## src/rtl/mul_div_sequencer_pkg.sv

```systemverilog
// Shared definitions for the RV32M multiply/divide unit.
//   mdu_state_t   : sequencer states
//   mdu_op_t      : RV32M Funct3 operation codes
//   FUNCT7_MULDIV : Funct7 value that marks an R-type M-extension instruction
//   neg_w/neg_d   : two's-complement negation of single/double width values
//   abs_w         : magnitude of a value that may be interpreted as signed
package mdu_pkg;

    localparam int unsigned MDU_XLEN = 32;
    localparam logic [6:0]  FUNCT7_MULDIV = 7'b0000001;

    typedef enum logic [1:0] {
        IDLE,
        CALC,
        FIX,
        DONE
    } mdu_state_t;

    typedef enum logic [2:0] {
        OP_MUL    = 3'b000,
        OP_MULH   = 3'b001,
        OP_MULHSU = 3'b010,
        OP_MULHU  = 3'b011,
        OP_DIV    = 3'b100,
        OP_DIVU   = 3'b101,
        OP_REM    = 3'b110,
        OP_REMU   = 3'b111
    } mdu_op_t;

    function automatic logic [MDU_XLEN-1:0] neg_w(input logic [MDU_XLEN-1:0] x);
        return -x;
    endfunction

    function automatic logic [2*MDU_XLEN-1:0] neg_d(input logic [2*MDU_XLEN-1:0] x);
        return -x;
    endfunction

    function automatic logic [MDU_XLEN-1:0] abs_w(input logic [MDU_XLEN-1:0] x,
                                                  input logic                is_signed);
        return (is_signed && x[MDU_XLEN-1]) ? neg_w(x) : x;
    endfunction

endpackage

```

## src/rtl/mul_div_sequencer_if.sv

```systemverilog
// Execute-stage handshake between the core controller (master) and the
// multiply/divide unit (slave).
//   Start/Funct3/SrcA/SrcB : operation request and operands
//   Flush                  : abort of the in-flight operation
//   Stall                  : pipeline hold request from the unit
//   Done/Result            : one-cycle completion pulse and the result
interface mul_div_sequencer_if #(
    parameter int unsigned XLEN = 32
);
    logic            Start;
    logic [2:0]      Funct3;
    logic [XLEN-1:0] SrcA;
    logic [XLEN-1:0] SrcB;
    logic            Flush;
    logic            Stall;
    logic            Done;
    logic [XLEN-1:0] Result;

    modport master (
        output Start, Funct3, SrcA, SrcB, Flush,
        input  Stall, Done, Result
    );

    modport slave (
        input  Start, Funct3, SrcA, SrcB, Flush,
        output Stall, Done, Result
    );
endinterface

```

## src/rtl/mul_div_sequencer.sv

```systemverilog
// Iterative RV32M multiply/divide unit with its sequencer.
// Operands are reduced to magnitudes on acceptance, processed unsigned for
// XLEN cycles (shift-add multiply or restoring divide), then signs are
// applied in a single fix-up cycle before the result is registered.
// Ports:
//   clk   : clock, rising edge
//   rst_n : asynchronous active-low reset
//   bus   : slave side of mul_div_sequencer_if (Start/Funct3/SrcA/SrcB/Flush
//           in, Stall/Done/Result out)
module mul_div_sequencer
    import mdu_pkg::*;
#(
    parameter int unsigned XLEN = MDU_XLEN
) (
    input  logic                 clk,
    input  logic                 rst_n,
    mul_div_sequencer_if.slave   bus
);

    localparam int unsigned CW = $clog2(XLEN);

    mdu_state_t        state_q, state_d;
    mdu_op_t           op_q, op_d;
    logic [CW-1:0]     cnt_q, cnt_d;
    logic [XLEN-1:0]   opnd_q, opnd_d;     // multiplicand or divisor magnitude
    logic [2*XLEN-1:0] acc_q, acc_d;       // product; low half is dividend/quotient
    logic [XLEN-1:0]   rem_q, rem_d;
    logic              neg_res_q, neg_res_d;
    logic              neg_rem_q, neg_rem_d;
    logic [XLEN-1:0]   result_q, result_d;

    logic              stall;
    logic              done;

    // Operand decode of the request currently presented in IDLE
    mdu_op_t           req_op;
    logic              req_div;
    logic              a_sgn, b_sgn;
    logic              neg_a, neg_b;
    logic [XLEN-1:0]   a_abs, b_abs;

    always_comb begin
        req_op  = mdu_op_t'(bus.Funct3);
        req_div = bus.Funct3[2];
        a_sgn   = req_op inside {OP_MUL, OP_MULH, OP_MULHSU, OP_DIV, OP_REM};
        b_sgn   = req_op inside {OP_MUL, OP_MULH, OP_DIV, OP_REM};
        neg_a   = a_sgn & bus.SrcA[XLEN-1];
        neg_b   = b_sgn & bus.SrcB[XLEN-1];
        a_abs   = abs_w(bus.SrcA, a_sgn);
        b_abs   = abs_w(bus.SrcB, b_sgn);
    end

    // Iteration temporaries
    logic [XLEN:0]     mul_sum;
    logic [XLEN:0]     rem_shift;
    logic [XLEN-1:0]   rem_sub;
    logic              rem_ge;
    logic [2*XLEN-1:0] prod_fix;
    logic [XLEN-1:0]   quo_fix;
    logic [XLEN-1:0]   rem_fix;

    always_comb begin
        state_d   = state_q;
        op_d      = op_q;
        cnt_d     = cnt_q;
        opnd_d    = opnd_q;
        acc_d     = acc_q;
        rem_d     = rem_q;
        neg_res_d = neg_res_q;
        neg_rem_d = neg_rem_q;
        result_d  = result_q;
        stall     = 1'b0;
        done      = 1'b0;
        mul_sum   = '0;
        rem_shift = '0;
        rem_sub   = '0;
        rem_ge    = 1'b0;
        prod_fix  = '0;
        quo_fix   = '0;
        rem_fix   = '0;

        unique case (state_q)
            IDLE: begin
                if (bus.Start && !bus.Flush) begin
                    stall     = 1'b1;
                    op_d      = req_op;
                    neg_res_d = neg_a ^ neg_b;
                    neg_rem_d = neg_a;
                    cnt_d     = CW'(XLEN - 1);
                    opnd_d    = req_div ? b_abs : a_abs;
                    acc_d     = {{XLEN{1'b0}}, (req_div ? a_abs : b_abs)};
                    rem_d     = '0;
                    state_d   = CALC;
                    if (req_div) begin
                        if (bus.SrcB == '0) begin
                            result_d = bus.Funct3[1] ? bus.SrcA : '1;
                            state_d  = DONE;
                        end else if (b_sgn && bus.SrcA == {1'b1, {(XLEN-1){1'b0}}}
                                     && bus.SrcB == '1) begin
                            result_d = bus.Funct3[1] ? '0 : bus.SrcA;
                            state_d  = DONE;
                        end
                    end
                end
            end

            CALC: begin
                stall = 1'b1;
                if (bus.Flush) begin
                    state_d = IDLE;
                end else begin
                    cnt_d = cnt_q - CW'(1);
                    if (op_q[2]) begin
                        // Restoring step: the 33-bit partial remainder is the
                        // stored remainder with the next dividend bit shifted in.
                        // The remainder stays below the divisor, so the low
                        // XLEN bits of the difference are exact.
                        rem_shift = {rem_q, acc_q[XLEN-1]};
                        rem_ge    = rem_shift >= {1'b0, opnd_q};
                        rem_sub   = rem_shift[XLEN-1:0] - opnd_q;
                        rem_d     = rem_ge ? rem_sub : rem_shift[XLEN-1:0];
                        acc_d     = {acc_q[2*XLEN-1:XLEN], acc_q[XLEN-2:0], rem_ge};
                    end else begin
                        // Shift-add: the multiplier sits in the low half and is
                        // consumed LSB first while the carry enters the top.
                        mul_sum = {1'b0, acc_q[2*XLEN-1:XLEN]}
                                + (acc_q[0] ? {1'b0, opnd_q} : '0);
                        acc_d   = {mul_sum, acc_q[XLEN-1:1]};
                    end
                    if (cnt_q == '0) begin
                        state_d = FIX;
                    end
                end
            end

            FIX: begin
                stall = 1'b1;
                if (bus.Flush) begin
                    state_d = IDLE;
                end else begin
                    prod_fix = neg_res_q ? neg_d(acc_q) : acc_q;
                    quo_fix  = neg_res_q ? neg_w(acc_q[XLEN-1:0]) : acc_q[XLEN-1:0];
                    rem_fix  = neg_rem_q ? neg_w(rem_q) : rem_q;
                    unique case (op_q)
                        OP_MUL:                       result_d = prod_fix[XLEN-1:0];
                        OP_MULH, OP_MULHSU, OP_MULHU: result_d = prod_fix[2*XLEN-1:XLEN];
                        OP_DIV, OP_DIVU:              result_d = quo_fix;
                        default:                      result_d = rem_fix;
                    endcase
                    state_d = DONE;
                end
            end

            DONE: begin
                done    = !bus.Flush;
                state_d = IDLE;
            end

            default: state_d = IDLE;
        endcase
    end

    always_ff @(posedge clk or negedge rst_n) begin
        if (!rst_n) begin
            state_q   <= IDLE;
            op_q      <= OP_MUL;
            cnt_q     <= '0;
            opnd_q    <= '0;
            acc_q     <= '0;
            rem_q     <= '0;
            neg_res_q <= 1'b0;
            neg_rem_q <= 1'b0;
            result_q  <= '0;
        end else begin
            state_q   <= state_d;
            op_q      <= op_d;
            cnt_q     <= cnt_d;
            opnd_q    <= opnd_d;
            acc_q     <= acc_d;
            rem_q     <= rem_d;
            neg_res_q <= neg_res_d;
            neg_rem_q <= neg_rem_d;
            result_q  <= result_d;
        end
    end

    assign bus.Stall  = stall;
    assign bus.Done   = done;
    assign bus.Result = result_q;

endmodule

```

## src/flat_wrapper.sv

```systemverilog
// flat-port wrapper written by rule: the top's interface ports become plain ports
module mul_div_sequencer_flat import mdu_pkg::*;
#(
    parameter int unsigned XLEN = MDU_XLEN
)
  (clk, rst_n, bus_Start, bus_Funct3, bus_SrcA, bus_SrcB, bus_Flush, bus_Stall, bus_Done, bus_Result);
  mul_div_sequencer_if #(.XLEN(XLEN)) bus_i ();
  input  logic clk;
  input  logic rst_n;
  input wire logic [$bits(bus_i.Start)-1:0] bus_Start;
  input wire logic [$bits(bus_i.Funct3)-1:0] bus_Funct3;
  input wire logic [$bits(bus_i.SrcA)-1:0] bus_SrcA;
  input wire logic [$bits(bus_i.SrcB)-1:0] bus_SrcB;
  input wire logic [$bits(bus_i.Flush)-1:0] bus_Flush;
  output wire logic [$bits(bus_i.Stall)-1:0] bus_Stall;
  output wire logic [$bits(bus_i.Done)-1:0] bus_Done;
  output wire logic [$bits(bus_i.Result)-1:0] bus_Result;
  assign bus_i.Start = bus_Start;
  assign bus_i.Funct3 = bus_Funct3;
  assign bus_i.SrcA = bus_SrcA;
  assign bus_i.SrcB = bus_SrcB;
  assign bus_i.Flush = bus_Flush;
  assign bus_Stall = bus_i.Stall;
  assign bus_Done = bus_i.Done;
  assign bus_Result = bus_i.Result;
  mul_div_sequencer #(.XLEN(XLEN)) u_core (.clk(clk), .rst_n(rst_n), .bus(bus_i));
endmodule
```

## config.mk

```make
export PLATFORM = sky130hd
export DESIGN_NAME = mul_div_sequencer_flat
export DESIGN_NICKNAME = d
export VERILOG_FILES = /design/src/rtl/mul_div_sequencer_pkg.sv /design/src/rtl/mul_div_sequencer_if.sv /design/src/rtl/mul_div_sequencer.sv /design/src/flat_wrapper.sv
export SDC_FILE = /design/constraint.sdc
export NUM_CORES = 1
export LEC_CHECK = 0
export ABC_CLOCK_PERIOD_IN_PS = 11500
export BUFFER_PORTS_ARGS = -buffer_cell sky130_fd_sc_hd__buf_2
export CAP_MARGIN = 20
export CORE_ASPECT_RATIO = 0.5
export CORE_UTILIZATION = 53
export DETAILED_ROUTE_END_ITERATION = 12
export GPL_ROUTABILITY_DRIVEN = 0
export PLACE_DENSITY = 0.71
export SYNTH_ARGS = -nofsm -noshare
export SYNTH_HDL_FRONTEND = slang
export SYNTH_SLANG_ARGS = --single-unit
export TNS_END_PERCENT = 20
```

## constraint.sdc

```tcl
create_clock -name clk -period 11.5 [get_ports clk]
set_input_delay 2.3 -clock clk [delete_from_list [all_inputs] [get_ports clk]]
set_output_delay 2.3 -clock clk [all_outputs]
set_load 0.05 [all_outputs]
```

Yosys cells after proc, flatten, opt, wreduce, memory -nomap -nowiden
Cells that the tools add are included.
- latch bits: 0
- bits in registers: 172
- word-level logic and storage cells: 108
- input port bits: 71
- ROM bits: 0
- memory bits (writable): 0
- memories: 0
- output and inout port bits: 34
- order comparisons: 1
- shift operators: 0
- $mul: 0
- mux-type cells: 40
- reductions and logical operators: 24
- equal/unequal tests: 22
- bitwise gates (word level): 3
- add/subtract/negate cells: 8
- div/mod/pow operators: 0
- operator list (cell ; count):
    32-bit two-way mux ; 18
    64-bit two-way mux ; 4
    32-bit negator ; 4
    32-bit case mux with 2 select lines ; 2
    64-bit case mux with 2 select lines ; 1
    32-bit case mux with 3 select lines ; 1
    32-bit equality test (second input constant) ; 2
    64-bit negator ; 1
    32-bit by 33-bit adder with 33-bit output ; 1
    33-bit by 32-bit greater-or-equal comparator with 1-bit output ; 1
    32-bit logical NOT ; 1
    32-bit subtractor ; 1
    2-bit two-way mux ; 7
    3-bit equality test (second input constant) ; 4
    5-bit two-way mux ; 2
    5-bit case mux with 2 select lines ; 1
    3-bit by 2-bit equality test with 1-bit output (second input constant) ; 3
    2-bit != test (second input constant) ; 4
    2-bit case mux with 4 select lines ; 1
    4-bit AND reduction ; 2
    3-bit by 1-bit equality test with 1-bit output (second input constant) ; 2
    3-bit logical NOT ; 2
    1-bit logical AND ; 5
    5-bit logical NOT ; 1
    other kinds (20) ; 27

Depth between registers and ports, before layout
- depth in word-level cells: 9
- mapped depth: 15
- gate-level depth less buffers: 14

Worst setup path before layout
No wires, ideal clock.
- path type: input to output
- from: in bus_Flush
- to: out bus_Stall
- stages on the path: 6
- data arrival time: 3.843 ns
- path buffers: 3
- slack: 5.357 ns
- path through: clkbuf_1 -> nor2_1 -> clkbuf_1 -> clkbuf_1 -> nor2_1 -> nor2_1
- cells in the longest elaborated chain, start to end: 4
- RTL lines (element ; RTL line ; source):
    from (decl) ; flat_wrapper.sv:14 ; input wire logic [$bits(bus_i.Flush)-1:0] bus_Flush;
    1-bit logical NOT ; mul_div_sequencer.sv:84 ; if (bus.Start && !bus.Flush) begin
    1-bit logical AND ; mul_div_sequencer.sv:84 ;
    1-bit two-way mux ; mul_div_sequencer.sv:84 ;
    1-bit case mux with 2 select lines ; mul_div_sequencer.sv:82 ; unique case (state_q)
    to (decl) ; flat_wrapper.sv:15 ; output wire logic [$bits(bus_i.Stall)-1:0] bus_Stall;
Every way passes these cells.

Worst setup path after layout
- from: in bus_Start
- to: out bus_Stall
- cells in the longest elaborated chain, start to end: 3
- RTL lines (element ; RTL line ; source):
    from (decl) ; flat_wrapper.sv:10 ; input wire logic [$bits(bus_i.Start)-1:0] bus_Start;
    1-bit logical AND ; mul_div_sequencer.sv:84 ;
    1-bit two-way mux ; mul_div_sequencer.sv:84 ;
    1-bit case mux with 2 select lines ; mul_div_sequencer.sv:82 ;
Every way passes these cells.

==> results.txt <==
CP Data Arrival Time: 3320 ps
Ports: 105
Status: completed
Initial Util: 0.546
Die H: 125 um
Largest net degree at the start of global routing: 91
Layout Cells excl Fill: 2,531
Synth Net Count: 2,256
HP Class: reg -> reg
Synth warn: 0
Period utilisation layout: 0.489
Clock sinks: 172
Post-synth EDFFs: 0
Most frequent cells in the layout: nand2_1 (257), o21ai_0 (225), nor2_1 (197)
Post-CTS setup buffer count: 0
Global-route wire length before repair: 88,600 um
Slew @ Worst Pin: 1030 ps
Min Tclk post-route: 5620 ps
Drt total wl: 58,500 um
# setup viols final: 0
CP max stage delay: 290 ps
Worst endpoint required time: 9200 ps
Asr flop ratio synth: 1.00
Sequential fraction of the synthesis area: 0.268
Commonest non-fill, non-tap cell in the layout: nand2_1
CP Buf/Inv Count: 3
Core area: 29,400 um2
Mapped cell area: 16,100 um2
CTS tree: yes
Final hold viol count: 0
Clock tree buffer depth: 2
I/O Buffers: 104
Hold EP: u_core.bus.Result[10]$_DFFE_PN0P_
CTS root buf: clkbuf_16
Reg2reg setup slack: 7020 ps
GRT Resource Usage Total: 0.379
Peak VDD IR: 0.000294 V
Share of layout cells above drive strength 1: 0.101
P&R area growth vs syn: 8.30%
CP max stage cell: buf_4
Vias in the first global route: 14,768
Total CTS buffers: 17
Antenna viol nets, final: 0
RR Startpoint: u_core.acc_q[15]$_DFFE_PN0P_
Distinct cells, synth: 69
Final Net Count: 2,274
Clk Latency, worst-skew pair: 480 ps
Max Cap Viol: 0
RSZ-0062 raised after global routing: false
DP HPWL: 44,600 um
Critical path, cell by cell: buf_2, nand2_1, nor2_1, buf_4, nor2_1, nor2_1, buf_2
Synth Register Bits: 172
Iter 0 DRT Violations: 2,424
Cells after Synth: 2,107
CP Class: in -> out
Main flop type after synthesis: dfrtp_1
R2R cell count: 10
Max-slew headroom: 0.313
Setup TNS: 0 ps
CP Capture Type: output pin
GRT overflow: 0
Die width: 248 um
PwrDens: 259 nW/um2
Fmax achieved: 0.178 GHz
Syn Area/Cell: 7.62 um2
Worst Setup Start Kind: input port
Hold Crit Start: u_core.bus.Result[10]$_DFFE_PN0P_
Clock Skews: 10.2 ps
Row count: 44
Clk pin slew, worst setup/hold paths: 80 ps
CTS H-tree lvls: 4
Initial antenna violation count: 4
Wire per inst: 23.1 um
Final routed DRC violation total: 0
Critical path's top delay family: buffers and inverters
Floorplan die area: 31,000 um2
Reg2Reg Capture Point: u_core.bus.Result[29]$_DFFE_PN0P_
Hold-critical path depth: 2
Placed instance count: 2,493
Vias/cell: 6.56
Most frequent cell on the critical path: nor2_1
CTS resizes: 0
Leak: 7.72 nW
CP max FO: 20
CTS Hold Buffers Added: 0
Routed via count: 16,606
DR pass1 iterations: 8
Fin. max-slew vios: 0
tightest hold or removal path, cell delays in order (launching register included):
cell and delay, ps:
dfrtp_1 340, nand2_1 40, o21ai_0 60
metal layers:
metal  track usage  share of wire  wire length [um]
met4         0.115          0.029              1680
met2         0.518           0.40             23400
met5             0              0                 0
met1         0.549           0.44             25600
met3         0.137           0.13              7770
synthesized netlist by cell type, types with 23 or more instances:
master | count | area, um2
nor2_1 | 198 | 743
dfrtp_1 | 172 | 4300
ha_1 | 76 | 951
maj3_1 | 26 | 260
a21o_1 | 42 | 315
o31ai_1 | 53 | 398
nor3_1 | 55 | 275
xnor2_1 | 100 | 876
mux2i_1 | 29 | 290
clkbuf_1 | 121 | 454
mux2_2 | 30 | 338
a211oi_1 | 40 | 300
xor2_1 | 84 | 736
nand3_1 | 23 | 115
inv_1 | 74 | 278
nand2_1 | 257 | 965
a21oi_1 | 177 | 886
o21ai_0 | 225 | 1130
state kept, by name (all words and copies together), names as in the netlist:
register and count:
u_core.bus.Result 32, u_core.neg_rem_q 1, u_core.acc_q 64, u_core.op_q 3, u_core.neg_res_q 1, u_core.opnd_q 32
u_core.cnt_q 5, u_core.state_q 2, u_core.rem_q 32
power by group:
part / internal [W] / leakage, nW / switching, W
combinational: 0.000911 / 5.21 / 0.00181
sequential: 0.000826 / 2.23 / 0.000367
clock: 0.000289 / 0.286 / 0.000303
total: 0.00202 / 7.72 / 0.00248
cell families (layout without fill, tap and decap cells):
logic type	after synthesis	in the layout	share of synthesized area
mux	59	59	0.0391
simple gates	678	678	0.192
other cells	0	2	0
flops	172	172	0.268
fa+ha+maj	104	104	0.0779
buf+inv	206	237	0.0492
xor+xnor	184	184	0.100
compound gates	704	704	0.273
layout make-up:
cell class,instances,area (um2)
Antenna cell,2,5.00
Clock buffer,17,425
Clock inverter,15,153
Fill cell,2792,12000
Inverter,76,285
Multi-Input combinational cell,1729,11000
Sequential cell,172,4300
Tap cell,391,489
Timing Repair Buffer,129,729
worst max path at each step:
stage                      from                                end  slack (ps)  cells after the start
floorplan             bus_Flush                          bus_Stall        5360                      6
global placement    bus_SrcB[0]  u_core.bus.Result[25]$_DFFE_PN0P_        5770                     12
detailed placement  bus_SrcB[0]  u_core.bus.Result[12]$_DFFE_PN0P_        5660                     12
CTS                   bus_Start                          bus_Stall        5900                      7
global route          bus_Start                          bus_Stall        5800                      7
finish                bus_Start                          bus_Stall        5880                      7
metrics by stage:
step	util	power [W]	cell area (um2)	hold slack [ps]	worst slack, ps
4_1_cts	0.590	0.00438	17300	486	5900
3_3_place_gp	0.570	0.00376	16800	461	5770
5_1_grt	0.591	0.00476	17400	505	5800
2_1_floorplan	-	0.00298	16100	450	5360
3_5_place_dp	0.570	0.00378	16800	469	5660
6_report	0.592	0.00451	17400	481	5880
Note: power is estimated with default switching activity, not from simulation.
